`src/rtl/vsync_pkg.sv`:
```
// Shared types and default constants for the V_SYNC front-end.
package vsync_pkg;

    typedef enum logic [1:0] {
        ST_IDLE    = 2'd0,
        ST_ACQUIRE = 2'd1,
        ST_LOCKED  = 2'd2
    } vsync_state_e;

    localparam int DEF_SYNC_STAGES    = 2;
    localparam int DEF_FILTER_LEN     = 4;
    localparam int DEF_PERIOD_W       = 24;
    localparam int DEF_MIN_PERIOD     = 160000;
    localparam int DEF_TIMEOUT_CYCLES = 16000000;
    localparam int FRAME_CNT_W        = 16;

endpackage

```
`src/rtl/vsync_conditioner_sync_filter.sv`:
```
// Synchronizer chain plus stability counter; the filtered level only follows
// the synced input after FILTER_LEN consecutive samples that differ from it.
module sync_filter #(
    parameter int SYNC_STAGES = 2,
    parameter int FILTER_LEN  = 4
) (
    input  logic clk,
    input  logic rst_n,
    input  logic async_i,
    output logic level_o,
    output logic armed_o
);

    localparam int CNT_W = $clog2(FILTER_LEN + 1);

    logic [SYNC_STAGES-1:0] sync_q;
    logic [SYNC_STAGES-1:0] vld_q;
    logic [CNT_W-1:0]       stab_cnt_q;
    logic                   level_q;
    logic                   armed_q;
    logic                   synced;

    assign synced  = sync_q[SYNC_STAGES-1];
    assign level_o = level_q;
    assign armed_o = armed_q;

    // armed_q is set once a real low sample has passed the chain, so a line
    // that is already high when reset releases never reports a rising edge.
    always_ff @(posedge clk or negedge rst_n) begin
        if (!rst_n) begin
            sync_q     <= '0;
            vld_q      <= '0;
            stab_cnt_q <= '0;
            level_q    <= 1'b0;
            armed_q    <= 1'b0;
        end else begin
            sync_q <= {sync_q[SYNC_STAGES-2:0], async_i};
            vld_q  <= {vld_q[SYNC_STAGES-2:0], 1'b1};
            if (vld_q[SYNC_STAGES-1] && !synced) begin
                armed_q <= 1'b1;
            end
            if (synced == level_q) begin
                stab_cnt_q <= '0;
            end else if (stab_cnt_q == CNT_W'(FILTER_LEN - 1)) begin
                level_q    <= synced;
                stab_cnt_q <= '0;
            end else begin
                stab_cnt_q <= stab_cnt_q + 1'b1;
            end
        end
    end

endmodule

```
`src/rtl/vsync_conditioner.sv`:
```
// Conditions the camera V_SYNC into a clean frame strobe with parity, period
// measurement, runt rejection and loss-of-sync detection.
module vsync_conditioner
    import vsync_pkg::*;
#(
    parameter int SYNC_STAGES    = DEF_SYNC_STAGES,
    parameter int FILTER_LEN     = DEF_FILTER_LEN,
    parameter int PERIOD_W       = DEF_PERIOD_W,
    parameter int MIN_PERIOD     = DEF_MIN_PERIOD,
    parameter int TIMEOUT_CYCLES = DEF_TIMEOUT_CYCLES
) (
    input  logic                   clk,
    input  logic                   rst_n,
    input  logic                   v_sync_i,
    output logic                   frame_stb_o,
    output logic                   frame_parity_o,
    output logic [PERIOD_W-1:0]    frame_period_o,
    output logic [FRAME_CNT_W-1:0] frame_cnt_o,
    output logic                   sync_locked_o,
    output logic                   sync_lost_o,
    output logic                   runt_err_o
);

    localparam logic [PERIOD_W:0]   ONE_W   = (PERIOD_W + 1)'(1);
    localparam logic [PERIOD_W:0]   MIN_P   = (PERIOD_W + 1)'(MIN_PERIOD);
    localparam logic [PERIOD_W-1:0] TO_LAST = PERIOD_W'(TIMEOUT_CYCLES - 1);

    logic                level;
    logic                armed;
    logic                level_prev_q;
    logic                rise_q;
    vsync_state_e        state_q;
    logic [PERIOD_W-1:0] period_cnt_q;
    logic [PERIOD_W:0]   cnt_plus1;
    logic                early;
    logic                timeout;

    sync_filter #(
        .SYNC_STAGES (SYNC_STAGES),
        .FILTER_LEN  (FILTER_LEN)
    ) u_sync_filter (
        .clk     (clk),
        .rst_n   (rst_n),
        .async_i (v_sync_i),
        .level_o (level),
        .armed_o (armed)
    );

    assign cnt_plus1 = {1'b0, period_cnt_q} + ONE_W;
    assign early     = cnt_plus1 < MIN_P;
    assign timeout   = period_cnt_q == TO_LAST;

    always_ff @(posedge clk or negedge rst_n) begin
        if (!rst_n) begin
            level_prev_q   <= 1'b0;
            rise_q         <= 1'b0;
            state_q        <= ST_IDLE;
            period_cnt_q   <= '0;
            frame_stb_o    <= 1'b0;
            frame_parity_o <= 1'b0;
            frame_period_o <= '0;
            frame_cnt_o    <= '0;
            sync_locked_o  <= 1'b0;
            sync_lost_o    <= 1'b0;
            runt_err_o     <= 1'b0;
        end else begin
            level_prev_q <= level;
            rise_q       <= level & ~level_prev_q & armed;
            frame_stb_o  <= 1'b0;
            runt_err_o   <= 1'b0;
            if (!(&period_cnt_q)) begin
                period_cnt_q <= cnt_plus1[PERIOD_W-1:0];
            end
            case (state_q)
                ST_IDLE: begin
                    if (rise_q) begin
                        frame_stb_o    <= 1'b1;
                        frame_parity_o <= ~frame_parity_o;
                        frame_cnt_o    <= frame_cnt_o + 1'b1;
                        sync_lost_o    <= 1'b0;
                        period_cnt_q   <= '0;
                        state_q        <= ST_ACQUIRE;
                        sync_locked_o  <= 1'b0;
                    end
                end
                ST_ACQUIRE, ST_LOCKED: begin
                    // An accepted edge outranks a timeout landing on the same cycle.
                    if (rise_q && !early) begin
                        frame_stb_o    <= 1'b1;
                        frame_parity_o <= ~frame_parity_o;
                        frame_cnt_o    <= frame_cnt_o + 1'b1;
                        frame_period_o <= cnt_plus1[PERIOD_W-1:0];
                        sync_lost_o    <= 1'b0;
                        period_cnt_q   <= '0;
                        state_q        <= ST_LOCKED;
                        sync_locked_o  <= 1'b1;
                    end else begin
                        if (rise_q) begin
                            runt_err_o <= 1'b1;
                        end
                        if (timeout) begin
                            sync_lost_o    <= 1'b1;
                            frame_parity_o <= 1'b0;
                            frame_cnt_o    <= '0;
                            state_q        <= ST_IDLE;
                            sync_locked_o  <= 1'b0;
                        end
                    end
                end
                default: begin
                    state_q       <= ST_IDLE;
                    sync_locked_o <= 1'b0;
                end
            endcase
        end
    end

endmodule
```
`config.mk`:
```
export PLATFORM = sky130hd
export DESIGN_NAME = vsync_conditioner
export DESIGN_NICKNAME = d
export VERILOG_FILES = /design/src/rtl/vsync_pkg.sv /design/src/rtl/vsync_conditioner_sync_filter.sv /design/src/rtl/vsync_conditioner.sv
export SDC_FILE = /design/constraint.sdc
export NUM_CORES = 1
export LEC_CHECK = 0
export CORE_MARGIN = 2
export CORE_UTILIZATION = 57
export CTS_CLUSTER_SIZE = 16
export DETAILED_ROUTE_END_ITERATION = 8
export GPL_TIMING_DRIVEN = 0
export PLACE_DENSITY_LB_ADDON = 0.08
export SYNTH_ARGS = -nofsm -noshare
export SYNTH_HDL_FRONTEND = slang
export SYNTH_SLANG_ARGS = --single-unit
```
`constraint.sdc`:
```
create_clock -name clk -period 2.92 [get_ports clk]
set_input_delay 0.584 -clock clk [delete_from_list [all_inputs] [get_ports clk]]
set_output_delay 0.584 -clock clk [all_outputs]
set_load 0.05 [all_outputs]
```
==> results.toml, run 1 <==
[outcome]
outcome = "finished, final reports clean"

[power_and_ir_drop]
comb_power_share = 0.367
p_int_mw = 2.14
p_clk_frac = 0.245
ir_drop_mv = 0.434
switching_share = 0.396
switchingPower_mw = 1.40
total_power_mw = 3.54
p_seq_frac = 0.388
p_leak_nw = 2.31
power_density_nw_per_um2 = 630

[timing]
slew_violations = 0
max_slew_margin = 0.590
fin_hold_ws_ps = 154
period_needed_ps = 2840
finalWorstSetupSlack_ps = 79.3
post-route-period-util = 0.973
fmax_mhz = 352
clock_skew_ps = 13.3
hold_viol = 0
tns_ps = 0
worst_pin_slew_ps = 609
setup_viol = 0

[floorplan]
core-area_um2 = 7690
dieHeight_um = 92.7
start_util = 0.584
core.rowCount = 32
die-area_um2 = 8600
ios = 48
die_x_um = 92.7

[grt]
antenna_found_initial = 0
grt-ovfl-total = 0
grt.total_usage = 0.263
grt_max_degree = 51
grt_pass1_vias = 3700
grt_pass1_wl_mm = 17.8

[critical_path]
crit_required_ps = 3200
worstPathArrival_ps = 3120
worstSetupPathType = "reg -> reg"
critPathCaptureType = "register"
crit_fanout = 8
cp-start-kind = "register"

[cts]
clk_latency_ps = 370
cts_tree = "built"
cts.sinks = 82
cts_root_buf = "clkbuf_8"
cts_htree_levels = 3
cts_buffers = 9
clk_pin_slew_ps = 90
cts_buffer_depth = 2

[final_layout]
final_nets = 533
stdcell_area_um2 = 5620
final_core_util = 0.730
drive_gt1_frac = 0.208
antenna-diode-count = 0
fill_cells = 571
syn2layout_area_growth_pct = 25.1
layoutNonFillerInstCount = 632

[detailed_routing]
dr.pass1.iters = 5
routedWlPerCell_um = 17.2
routed_wl_mm = 10.9
vias = 3795
viasPerCell = 6.00
drcViolationCount = 0
ant_nets = 0
drtIter0Drc = 274

[logic_synthesis]
synthDistinctLibCells = 60
yosys_warnings = 0
synth_seq_cells = 82
synthFlopType = "dfrtp_1"
synth_edf_count = 0
synth_area_um2 = 4490
synth_area_per_cell_um2 = 9.98
synth_top_cell_by_area = "dfrtp_1"
syn-num-nets = 458
synth_cells = 450
synth_commonest_cells = "dfrtp_1, inv_1, nand2_1, nor2_1, mux2i_1"
synth.top_cell.area_share = 0.457
async_flop_share = 1.00
yosysMostFrequentCell = "dfrtp_1"
ys_seq_area_frac = 0.457
synthTopCellsByArea = "dfrtp_1, mux2i_1, inv_1"

[place]
io_buffer_count = 47
dp_hpwl_mm = 7.13
gp_congestion = 0.895
dpl.cell_count = 600
dpl_cell_area_um2 = 5110
place_worst_setup_slack_ps = -348

[worst_hold_path]
hold_class = "in -> async"

[run]
drv_cap = 0
-- layout make-up --
class	instances	area [µm²]	area share
Buffer	22	145	0.0258
Clock inverter	7	82.6	0.0147
Multi-Input combinational cell	306	2280	0.407
Timing Repair Buffer	66	651	0.116
Tap cell	102	128	0.0227
Inverter	38	143	0.0254
Sequential cell	82	2060	0.367
Clock buffer	9	124	0.0221
-- sequential cells by signal, indices dropped and copies added (netlist names) --
name / cells
sync_lost_o: 1
level_prev_q: 1
u_sync_filter.armed_o: 1
u_sync_filter.stab_cnt_q: 3
runt_err_o: 1
u_sync_filter.vld_q: 2
frame_cnt_o: 16
sync_locked_o: 1
u_sync_filter.sync_q: 2
period_cnt_q: 24
frame_period_o: 24
u_sync_filter.level_o: 1
frame_parity_o: 1
state_q: 2
frame_stb_o: 1
rise_q: 1
-- cells by family (layout without fill, tap and decap cells) --
group	after synthesis	in the layout	synth area share
muxes	29	29	0.0733
buffers and inverters	63	142	0.0630
xor gates and xnor gates	24	24	0.0468
and+or+nand+nor	156	157	0.185
adders and majority gates	5	5	0.0139
AOI/OAI and AO/OA	90	90	0.161
other	1	1	0.000835
DFF	82	82	0.457
-- power by group through the flow --
stage	registers [mW]	clock network, mW	logic [mW]
final	1.37	0.866	1.30
after global routing	1.39	0.928	1.40
after CTS	1.37	0.882	1.21
after detailed placement	1.39	0	1.14
after global placement	1.38	0	1.11
after floorplan	1.55	0	0.626
-- path summary, 6_finish.rpt --
| kind | cells past startpoint | from | slack [ps] | end |
|---|---|---|---|---|
| max | 11 | period_cnt_q[16]$_DFF_PN0_ | 80 | period_cnt_q[7]$_DFF_PN0_ |
| min | 1 | rst_n | 150 | frame_period_o[22]$_DFFE_PN0N_ |
| max reg2reg | 11 | period_cnt_q[16]$_DFF_PN0_ | 80 | period_cnt_q[7]$_DFF_PN0_ |
| min reg2reg | 0 | u_sync_filter.sync_q[0]$_DFF_PN0_ | 360 | u_sync_filter.sync_q[1]$_DFF_PN0_ |
| max in group asynchronous | 2 | rst_n | 2160 | period_cnt_q[0]$_DFF_PN0_ |
| min in group clk | 0 | u_sync_filter.sync_q[0]$_DFF_PN0_ | 360 | u_sync_filter.sync_q[1]$_DFF_PN0_ |
-- cells in the final DEF, fill, tap and decap left out, drive strengths merged, types with 2 or more instances in the layout --
master          n
a31oi           4
clkdlybuf4s50  46
and3b           2
and2            4
o41ai           2
o31ai           4
dfrtp          82
buf            33
mux2           10
or2             2
or3             7
inv            42
nor2b           4
clkbuf         18
xor2           12
o21ai          12
a311oi          3
nor2           30
nand2b          4
nand2          38
o211a           5
ha              5
o21a            2
a21o            3
o22ai          12
nor4            7
nand4          20
nor3           11
mux2i          19
xnor2          12
and3            5
nand3          15
o211ai          5
a21oi           9
and4            4
clkinvlp        2
a211oi         21
-- routing by layer --
metal  wire, µm  GRT usage  part of all wire  up-vias
li1           -          -                 -     1769
met1       4830      0.370              0.45     1845
met2       5240      0.408              0.48      166
met3        637     0.0472             0.059       15
met4        144      0.103             0.013        0
met5          0          0                 0        -
-- timing repair --
| action | CTS | global route |
|---|---|---|
| buffers inserted | 6 | 10 |
| cloned | 1 | 2 |
| hold buffers | 0 | 0 |
| endpoints found under the setup margin | 66 | 60 |
| resized for setup | 21 | 22 |
| pin swaps | 5 | 7 |
-- worst max-delay path, stage by stage, from the launching register on --
cell and delay, ps:
dfrtp_1 360, buf_6 140, nand4_1 120, or3_4 440
or4_4 540, a22oi_2 160, and4_1 230, buf_6 140
a311oi_4 100, buf_12 190, buf_4 140, a211oi_2 180
Note: power is estimated with default switching activity, not from simulation.
==> inputs of run 2 (changes only) <==
--- a/config.mk
+++ b/config.mk
@@ -5,6 +5,7 @@
 export SDC_FILE = /design/constraint.sdc
 export NUM_CORES = 1
 export LEC_CHECK = 0
+export ABC_CLOCK_PERIOD_IN_PS = 2920
 export CORE_MARGIN = 2
 export CORE_UTILIZATION = 57
 export CTS_CLUSTER_SIZE = 16
==> results of run 2 <==
Same layout as run 1: the final DEF is identical, and so are final timing and power.
